File: src/rtl/aad_window_ctrl_if.sv
// Bundle of the sample stream, result port and status lines of aad_window_ctrl.
//
// Handshake rule for both streams (in_valid/in_ready and out_valid/out_ready):
// a transfer happens on the rising clk edge where valid and ready are both 1;
// the producer keeps valid and payload stable until that edge, and valid never
// waits on ready.
interface aad_window_ctrl_if #(
    parameter int DW = 8,
    parameter int LW = 8,
    parameter int AW = 16
);
    logic          start;
    logic [LW-1:0] win_len;
    logic          in_valid;
    logic          in_ready;
    logic [DW-1:0] a;
    logic [DW-1:0] b;
    logic          out_valid;
    logic          out_ready;
    logic [AW-1:0] sad;
    logic [DW-1:0] mean;
    logic          busy;
    logic          err;
    logic [1:0]    state_dbg;

    modport master (
        output start, win_len, in_valid, a, b, out_ready,
        input  in_ready, out_valid, sad, mean, busy, err, state_dbg
    );

    modport slave (
        input  start, win_len, in_valid, a, b, out_ready,
        output in_ready, out_valid, sad, mean, busy, err, state_dbg
    );
endinterface

File: src/rtl/aad_window_ctrl.sv
// Window controller: accumulates |a-b| over win_len beats, then divides the sum
// by win_len with a bit-serial restoring divider and offers {sad, mean}.
// AW must be at least DW+LW so the accumulator can never wrap.
module aad_window_ctrl #(
    parameter int DW = 8,
    parameter int LW = 8,
    parameter int AW = 16
) (
    input logic              clk,
    input logic              rst,
    aad_window_ctrl_if.slave bus
);

    // div_cnt 0 is the operand-load cycle, 1..AW are the quotient-bit cycles
    localparam int CW = $clog2(AW + 1);

    typedef enum logic [1:0] {
        IDLE   = 2'd0,
        ACCUM  = 2'd1,
        DIVIDE = 2'd2,
        DONE   = 2'd3
    } state_t;

    state_t        state;
    state_t        state_nxt;
    logic [AW-1:0] acc;
    logic [AW-1:0] quot;
    logic [AW-1:0] sad_q;
    logic [DW-1:0] mean_q;
    logic [LW:0]   rem;
    logic [LW-1:0] len_q;
    logic [LW-1:0] count;
    logic [CW-1:0] div_cnt;
    logic          err_q;

    logic [DW-1:0] diff;
    logic          accept;
    logic          last_beat;
    logic          div_last;
    logic          start_ok;
    logic          start_zero;
    logic [LW+1:0] rem_shift;
    logic [LW:0]   rem_sub;
    logic          rem_ge;
    logic [AW-1:0] quot_shift;
    logic          in_ready_c;
    logic          out_valid_c;
    logic          busy_c;

    // Datapath helpers: unsigned absolute difference and one restoring-division step
    always_comb begin
        start_ok   = bus.start && (bus.win_len != '0);
        start_zero = bus.start && (bus.win_len == '0);
        diff       = (bus.a >= bus.b) ? (bus.a - bus.b) : (bus.b - bus.a);
        accept     = (state == ACCUM) && bus.in_valid;
        last_beat  = accept && (count == len_q - 1'b1);
        div_last   = (div_cnt == CW'(AW));
        rem_shift  = {rem, quot[AW-1]};
        rem_ge     = (rem_shift >= {2'b00, len_q});
        rem_sub    = rem_shift[LW:0] - {1'b0, len_q};
        quot_shift = {quot[AW-2:0], rem_ge};
    end

    // State register
    always_ff @(posedge clk or posedge rst) begin
        if (rst) state <= IDLE;
        else     state <= state_nxt;
    end

    // Next-state and state-decoded handshake/status outputs
    always_comb begin
        state_nxt   = state;
        in_ready_c  = 1'b0;
        out_valid_c = 1'b0;
        busy_c      = 1'b1;
        case (state)
            IDLE: begin
                busy_c = 1'b0;
                if (start_ok) state_nxt = ACCUM;
            end
            ACCUM: begin
                in_ready_c = 1'b1;
                if (last_beat) state_nxt = DIVIDE;
            end
            DIVIDE: begin
                if (div_last) state_nxt = DONE;
            end
            DONE: begin
                out_valid_c = 1'b1;
                if (bus.out_ready) state_nxt = IDLE;
            end
            default: state_nxt = IDLE;
        endcase
    end

    // Window capture, accumulation, division and result registers
    always_ff @(posedge clk or posedge rst) begin
        if (rst) begin
            acc     <= '0;
            count   <= '0;
            quot    <= '0;
            rem     <= '0;
            len_q   <= '0;
            div_cnt <= '0;
            sad_q   <= '0;
            mean_q  <= '0;
            err_q   <= 1'b0;
        end else begin
            err_q <= (state == IDLE) && start_zero;
            case (state)
                IDLE: begin
                    if (start_ok) begin
                        len_q <= bus.win_len;
                        acc   <= '0;
                        count <= '0;
                    end
                end
                ACCUM: begin
                    div_cnt <= '0;
                    if (accept) begin
                        acc   <= acc + AW'(diff);
                        count <= count + 1'b1;
                    end
                end
                DIVIDE: begin
                    div_cnt <= div_cnt + 1'b1;
                    if (div_cnt == '0) begin
                        quot <= acc;
                        rem  <= '0;
                    end else begin
                        quot <= quot_shift;
                        rem  <= rem_ge ? rem_sub : rem_shift[LW:0];
                    end
                    // Each |a-b| term is below 2^DW, so the mean fits in DW bits
                    if (div_last) begin
                        sad_q  <= acc;
                        mean_q <= quot_shift[DW-1:0];
                    end
                end
                default: ;
            endcase
        end
    end

    assign bus.in_ready  = in_ready_c;
    assign bus.out_valid = out_valid_c;
    assign bus.busy      = busy_c;
    assign bus.err       = err_q;
    assign bus.sad       = sad_q;
    assign bus.mean      = mean_q;
    assign bus.state_dbg = state;

endmodule

File: src/flat_wrapper.sv
// flat-port wrapper written by rule: the top's interface ports become plain ports
module aad_window_ctrl_flat 
#(
    parameter int DW = 8,
    parameter int LW = 8,
    parameter int AW = 16
)
  (clk, rst, bus_start, bus_win_len, bus_in_valid, bus_a, bus_b, bus_out_ready, bus_in_ready, bus_out_valid, bus_sad, bus_mean, bus_busy, bus_err, bus_state_dbg);
  aad_window_ctrl_if #(.DW(DW), .LW(LW), .AW(AW)) bus_i ();
  input logic clk;
  input logic rst;
  input wire logic [$bits(bus_i.start)-1:0] bus_start;
  input wire logic [$bits(bus_i.win_len)-1:0] bus_win_len;
  input wire logic [$bits(bus_i.in_valid)-1:0] bus_in_valid;
  input wire logic [$bits(bus_i.a)-1:0] bus_a;
  input wire logic [$bits(bus_i.b)-1:0] bus_b;
  input wire logic [$bits(bus_i.out_ready)-1:0] bus_out_ready;
  output wire logic [$bits(bus_i.in_ready)-1:0] bus_in_ready;
  output wire logic [$bits(bus_i.out_valid)-1:0] bus_out_valid;
  output wire logic [$bits(bus_i.sad)-1:0] bus_sad;
  output wire logic [$bits(bus_i.mean)-1:0] bus_mean;
  output wire logic [$bits(bus_i.busy)-1:0] bus_busy;
  output wire logic [$bits(bus_i.err)-1:0] bus_err;
  output wire logic [$bits(bus_i.state_dbg)-1:0] bus_state_dbg;
  assign bus_i.start = bus_start;
  assign bus_i.win_len = bus_win_len;
  assign bus_i.in_valid = bus_in_valid;
  assign bus_i.a = bus_a;
  assign bus_i.b = bus_b;
  assign bus_i.out_ready = bus_out_ready;
  assign bus_in_ready = bus_i.in_ready;
  assign bus_out_valid = bus_i.out_valid;
  assign bus_sad = bus_i.sad;
  assign bus_mean = bus_i.mean;
  assign bus_busy = bus_i.busy;
  assign bus_err = bus_i.err;
  assign bus_state_dbg = bus_i.state_dbg;
  aad_window_ctrl #(.DW(DW), .LW(LW), .AW(AW)) u_core (.clk(clk), .rst(rst), .bus(bus_i));
endmodule
File: config.mk
export PLATFORM = sky130hd
export DESIGN_NAME = aad_window_ctrl_flat
export DESIGN_NICKNAME = d
export VERILOG_FILES = /design/src/rtl/aad_window_ctrl_if.sv /design/src/rtl/aad_window_ctrl.sv /design/src/flat_wrapper.sv
export SDC_FILE = /design/constraint.sdc
export NUM_CORES = 1
export LEC_CHECK = 0
export BUFFER_PORTS_ARGS = -buffer_cell sky130_fd_sc_hd__buf_2
export CORE_ASPECT_RATIO = 1.25
export CORE_MARGIN = 8
export CORE_UTILIZATION = 40
export CTS_CLUSTER_DIAMETER = 80
export DETAILED_ROUTE_END_ITERATION = 7
export GPL_ROUTABILITY_DRIVEN = 1
export PLACE_DENSITY_LB_ADDON = 0.15
export SKIP_LAST_GASP = 1
export SYNTH_ARGS = -nofsm -noshare
export SYNTH_HDL_FRONTEND = slang
export SYNTH_SLANG_ARGS = --single-unit
File: constraint.sdc
create_clock -name clk -period 2.9 [get_ports clk]
set_input_delay 0.145 -clock clk [delete_from_list [all_inputs] [get_ports clk]]
set_output_delay 0.145 -clock clk [all_outputs]
set_load 0.01 [all_outputs]
==> metrics.csv, run 1 <==
metric,value,unit
gr usage total,15.9,%
VDD IR max,0.420,mV
CP Capture Type,flip-flop,
most used flip-flop cell after synthesis,dfrtp_1,
final setup fails,10,
reg2reg start,u_core.len_q[2],
CTS tree,yes,
violated checks,negative setup slack,
clock slew seen by the registers of the worst setup and hold paths,70,ps
Worst-Skew Late Latency,350,ps
layout cells sized above 1,26.7,%
Via density,5.22,
total die area,0.0181,sq mm
DR WL/cell,15.7,um
"worst slack, placed",-763,ps
setup TNS after final layout,-1810,ps
1st-pass router iterations,5,
max_cap viols,0,
Worst Path Required,3130,ps
clock root cell,clkbuf_16,
Hold Crit Endpoint,u_core.len_q[4],
dpl hpwl,10800,um
Pwr per Cell Area,624,mW/mm^2
Worst Hold Class,in2reg,
largest net degree at the start of global routing,36,
sequential fraction of the synthesis area,39.6,%
HP Start,bus_win_len[4],
mapped cell area,0.00562,sq mm
first-pass GRT wire length,23100,um
CP max FO,5,
Iter 0 DRT Violations,229,
"Avg Cell Area, Syn",9.34,sq um
DR vias,4646,
Synth Register Bits,89,
die width,122,um
post-synthesis cell count,602,
worst-margin pin slew,619,ps
WP data arrival,3400,ps
Post-synth EDFFs,0,
syn nets,676,
pins over their slew limit,0,
Rows,48,
reg-to-reg endpoint,u_core.rem[4],
drc violations,0,
Max-Slew Margin vs Limit,57.6,%
core box area,0.0138,sq mm
Overflow after GRT,0,
Ant. Diodes,0,
number of global-route vias before repair,4852,
outcome,"complete, but fails checks",
port buffer count,58,
Reg2Reg Setup Slack,210,ps
placer congestion estimate,0.870,
final hold vios,0,
Final period util,109,%
share of synthesized registers carrying an async set or reset,100,%
IO Count,59,
Die H,149,um
Starting Density,40.9,%
Area Overhead vs Synth,23.1,%
Yosys warnings,0,
Final Skew,6.73,ps
critical path class,in2reg,
antenna violations before repair,0,
fin nets,784,
htree depth,3,
Sink Count,89,
Worst R2R Path Depth,9,
DRT antenna net count,0,
clk buf depth,2,
Max Freq,316,MHz
WHS Path Cells,3,
static leakage,0.00352,uW
Setup crit start kind,input port,
crit path from,bus_a[0],
Setup WS post-layout,-265,ps
Final Critical Period,3160,ps
RSZ-0062 raised after global routing,yes,
"Distinct cells, synth",65,
Routed WL,13900,um
TritonCTS Buffers,9,
## power breakdown
part | leakage, uW | switching [uW] | internal [uW] | total [uW]
Clock | 0.000137 | 545 | 597 | 1140
Combinational | 0.00223 | 766 | 834 | 1600
Sequential | 0.00115 | 199 | 1380 | 1580
## cell usage after synthesis (all sizes together), types with 3 or more instances
master | number | area share (%)
xor2 | 15 | 2.3
o21a | 4 | 0.53
clkbuf | 16 | 1.1
mux2i | 23 | 4.1
a21oi | 42 | 3.7
nand4 | 9 | 1.0
nor2 | 54 | 3.6
o21ai | 40 | 3.6
fa | 4 | 1.4
nor3 | 12 | 1.1
nand3 | 11 | 0.98
ha | 41 | 9.1
a211o | 3 | 0.47
o22ai | 4 | 0.44
a21o | 11 | 1.5
o211ai | 8 | 1.1
or4 | 3 | 0.53
buf | 11 | 1.5
xnor2 | 17 | 2.6
a31oi | 3 | 0.33
nor2b | 5 | 0.56
nand2 | 51 | 3.4
a2111oi | 4 | 0.73
mux2 | 22 | 4.4
a21boi | 3 | 0.40
o221ai | 4 | 0.62
nor4 | 4 | 0.44
inv | 55 | 3.7
dfrtp | 89 | 40
## worst max-delay path, stage by stage
cell	delay, ps
buf_12	110
inv_12	40
ha_4	110
inv_2	30
fa_2	330
a21o_1	170
a21oi_2	150
a31oi_1	110
a211o_2	340
buf_6	140
mux2_4	320
ha_4	260
a21o_1	100
a21o_1	160
a21o_1	170
a21oi_2	70
or3_1	330
mux2_4	300
## layout make-up
class | count | area (sq um)
clock buffers | 9 | 225
clock inverters | 7 | 65.1
fillers | 1307 | 6830
inverters | 55 | 220
multi-input cells | 431 | 3150
flip-flops and latches | 89 | 2230
well taps | 175 | 219
repair buffers | 124 | 815
## worst max path at each step
stage | end | slack, ps
final | u_core.acc[13] | -260
after global routing | u_core.acc[13] | -390
after CTS | u_core.acc[12] | -340
after detailed placement | u_core.acc[12] | -760
after global placement | u_core.acc[14] | -680
after floorplan | u_core.acc[13] | -320
## logic make-up after synthesis
group                    share of synthesized area (%)
AND/OR/NAND/NOR                                   13.3
AO/OA/AOI/OAI                                     16.9
flip-flops                                        39.6
buffers and inverters                             6.21
multiplexers                                      8.50
adder cells (fa/ha/maj)                           10.5
XOR/XNOR                                          4.98
## metrics by stage
stage               cell area, sq um  instances  utilization, %  hold WS (ps)  total power [uW]
floorplan                       5710        602               -           262              2480
finish                          6920        890            50.3          21.1              4320
global route                    6920        890            50.3          22.3              4610
global placement                6510        865            47.3           233              3040
detailed placement              6510        865            47.3           239              3080
CTS                             6870        887            49.9          8.70              4310
## routing by layer
layer,up-vias,wire length [um],GRT usage (%)
met5,-,0,0
met4,0,224,5.32
met3,16,442,3.30
met2,69,7240,27.8
met1,2244,6020,18.7
li1,2317,-,-
## state kept, by name (all words and copies together), names as in the netlist
| name | cells |
|---|---|
| u_core.len_q | 8 |
| u_core.count | 8 |
| u_core.div_cnt | 5 |
| u_core.bus.state_dbg | 2 |
| u_core.bus.err | 1 |
| u_core.rem | 9 |
| u_core.bus.mean | 8 |
| u_core.acc | 16 |
| u_core.bus.sad | 16 |
| u_core.quot | 16 |
## placed cells by master, fill, tap and decap left out, drive strengths merged, types with 12 or more instances in the layout
| cell type | Yosys | routed |
|---|---|---|
| dfrtp | 89 | 89 |
| buf | 11 | 123 |
| o21ai | 40 | 40 |
| nor3 | 12 | 12 |
| a21oi | 42 | 42 |
| xnor2 | 17 | 17 |
| inv | 55 | 56 |
| nor2 | 54 | 54 |
| mux2i | 23 | 23 |
| mux2 | 22 | 22 |
| ha | 41 | 41 |
| xor2 | 15 | 15 |
| nand2 | 51 | 51 |
## timing repair
| item | 4_1_cts | 5_1_grt |
|---|---|---|
| setup endpoints to repair | 10 | 12 |
| pin swaps | 20 | 11 |
| buffers inserted | 5 | 3 |
| endpoints found under the hold margin | 32 | 0 |
| hold buffers | 1 | 0 |
| gates resized for setup | 6 | 7 |
No activity file was read; power rests on OpenSTA's default activity.
==> run 2, diff against run 1 <==
--- a/config.mk
+++ b/config.mk
@@ -17,3 +17,4 @@
 export SYNTH_ARGS = -nofsm -noshare
 export SYNTH_HDL_FRONTEND = slang
 export SYNTH_SLANG_ARGS = --single-unit
+export TNS_END_PERCENT = 20
==> constraint.sdc (replaced) <==
create_clock -name clk -period 3.7 [get_ports clk]
set_input_delay 0.185 -clock clk [delete_from_list [all_inputs] [get_ports clk]]
set_output_delay 0.185 -clock clk [all_outputs]
set_load 0.01 [all_outputs]
==> run 2 against run 1 <==
  * The run now ends clean
  * Utilization decreased by 3.3 points
  * Via count shrank 1.7%
  * Worst hold slack better by 55 ps
  * Worst setup slack improved by 480 ps
  * Clock skew shrank 2.2 ps
  * Sequential share of layout area up 2.3 points
  * Clock power is 19% lower
  * Combinational power fell by 39%
  * Sequential power shrank 22%
  * First-iteration DRC count up 3.5%
==> metrics.csv, run 2 (same netlist as run 1, synthesis figures left out) <==
metric,value,unit,change
Final Skew,4.53,ps,-2.20 ps
worst-margin pin slew,695,ps,+75.5 ps
static leakage,0.00328,uW,-6.7%
total die area,0.0181,sq mm,unchanged
final hold vios,0,,unchanged
crit path from,bus_a[0],,
Pwr per Cell Area,485,mW/mm^2,-22%
first-pass GRT wire length,22300,um,-3.4%
Worst Hold Class,in2reg,,
VDD IR max,0.296,mV,-30%
pins over their slew limit,0,,unchanged
Overall Power,3140,uW,-27%
Setup crit start kind,input port,,
Via density,5.40,,+3.4%
core box area,0.0138,sq mm,unchanged
"Design Area, Final",0.00646,sq mm,-6.6%
final setup fails,0,,-10
outcome,finished clean,,
dpl hpwl,10300,um,-4.3%
number of global-route vias before repair,4573,,-5.8%
TritonCTS Buffers,9,,unchanged
Sink Count,89,,unchanged
Worst-Skew Late Latency,350,ps,about the same
Fillers,1309,,+0.15%
clock slew seen by the registers of the worst setup and hold paths,70,ps,about the same
WP data arrival,3690,ps,+290 ps
most frequent cells in the layout,"dfrtp_1 (89), buf_2 (58), inv_1 (54)",,
layout cells sized above 1,19.1,%,-7.6 points
clock root cell,clkbuf_16,,
max_cap viols,0,,unchanged
"leading cell type in the layout, fill and taps excluded",dfrtp_1,,
DRT antenna net count,0,,unchanged
clk buf depth,2,,unchanged
antenna violations before repair,0,,unchanged
placed cell area,0.00615,sq mm,-5.4%
DR vias,4565,,-1.7%
htree depth,3,,unchanged
Final Critical Period,3480,ps,
Final period util,94.2,%,
HP Start,bus_win_len[5],,
Ant. Diodes,0,,unchanged
largest net degree at the start of global routing,55,,+53%
DR WL/cell,15.9,um,+1.7%
Iter 0 DRT Violations,237,,+3.5%
reg2reg start,u_core.len_q[2],,
Max Freq,287,MHz,
Starting Density,40.9,%,unchanged
CTS tree,yes,,
port buffer count,58,,unchanged
"worst slack, placed",-171,ps,+592 ps
Die H,149,um,unchanged
Overflow after GRT,0,,unchanged
1st-pass router iterations,5,,unchanged
placer congestion estimate,0.869,,-0.16%
Area Overhead vs Synth,15.0,%,
Rows,48,,unchanged
Max-Slew Margin vs Limit,53.7,%,-4.0 points
critical path class,in2reg,,
setup TNS after final layout,0,ps,+1810 ps
gr usage total,15.4,%,-0.48 points
fin nets,740,,-5.6%
Worst Path Required,3910,ps,+780 ps
CP max FO,6,,+1
CP Capture Type,flip-flop,,
RSZ-0062 raised after global routing,no,,
Routed WL,13500,um,-3.4%
drc violations,0,,unchanged
hold slack,76.1,ps,+55.0 ps
Setup WS post-layout,216,ps,+480 ps
Setup Buffers After CTS,0,,-5
die width,122,um,unchanged
IO Count,59,,unchanged
## run 2: changes by cell type in the layout (fill, tap and decap cells not counted), moves of 3 or more
cell / previous run / this run
a21oi_1: 35 / 41
a21oi_2: 7 / 1
buf_4: 62 / 21
buf_6: 3 / 0
o21ai_1: 4 / 0
o21ai_0: 35 / 39
inv_1: 51 / 54
## run 2: layout make-up
class	instances	area (sq um)	area share, %
Sequential cell	89	2230	34.5
Timing Repair Buffer	80	458	7.08
Multi-Input combinational cell	431	3060	47.3
Clock buffer	10	239	3.70
Inverter	55	208	3.21
Clock inverter	6	56.3	0.871
Tap cell	175	219	3.39
## run 2: per-stage QoR
stage	util, %	instances
after floorplan	-	602
after global placement	44.8	829
after detailed placement	44.8	829
after CTS	47.0	846
after global routing	47.0	846
final	47.0	846
## run 2: routing by layer
| metal | GRT usage (%) | routed length, um | part of all wire [%] |
|---|---|---|---|
| met1 | 18.0 | 5650 | 42 |
| met2 | 27.3 | 7020 | 52 |
| met3 | 2.92 | 578 | 4.3 |
| met4 | 5.44 | 208 | 1.5 |
| met5 | 0 | 0 | 0 |
## run 2: worst paths after layout
check | endpoint | slack (ps) | cells past startpoint
worst max-delay path | u_core.acc[14] | 220 | 17
worst min-delay path | u_core.len_q[5] | 80 | 3
worst max register to register | u_core.rem[5] | 800 | 9
worst min register to register | u_core.bus.sad[13] | 490 | 2
max in group asynchronous | u_core.len_q[1] | 2130 | 4
min in group asynchronous | u_core.bus.sad[15] | 450 | 3
## run 2: worst max-delay path, cell delays in order
cell and delay [ps]:
buf_2 100, inv_1 40, ha_1 150, inv_1 50, fa_1 380, a21o_1 180, a21oi_2 180, a31oi_1 110
a211o_1 390, mux2_1 270, inv_1 60, fa_1 400, nand3b_1 190, a21oi_1 180, o211ai_1 140, a2111oi_0 500
o21ai_0 170
## run 2: repair_timing
item,CTS,global route
resized for setup,0,1
endpoints found under the hold margin,35,0
endpoints found under the setup margin,0,6
hold buffers,1,0
## run 2: where the power goes
part	switching, uW	leakage (uW)	total, uW	internal [uW]
Sequential	165	0.00115	1240	1080
Combinational	512	0.00198	974	461
Clock	429	0.000144	920	491
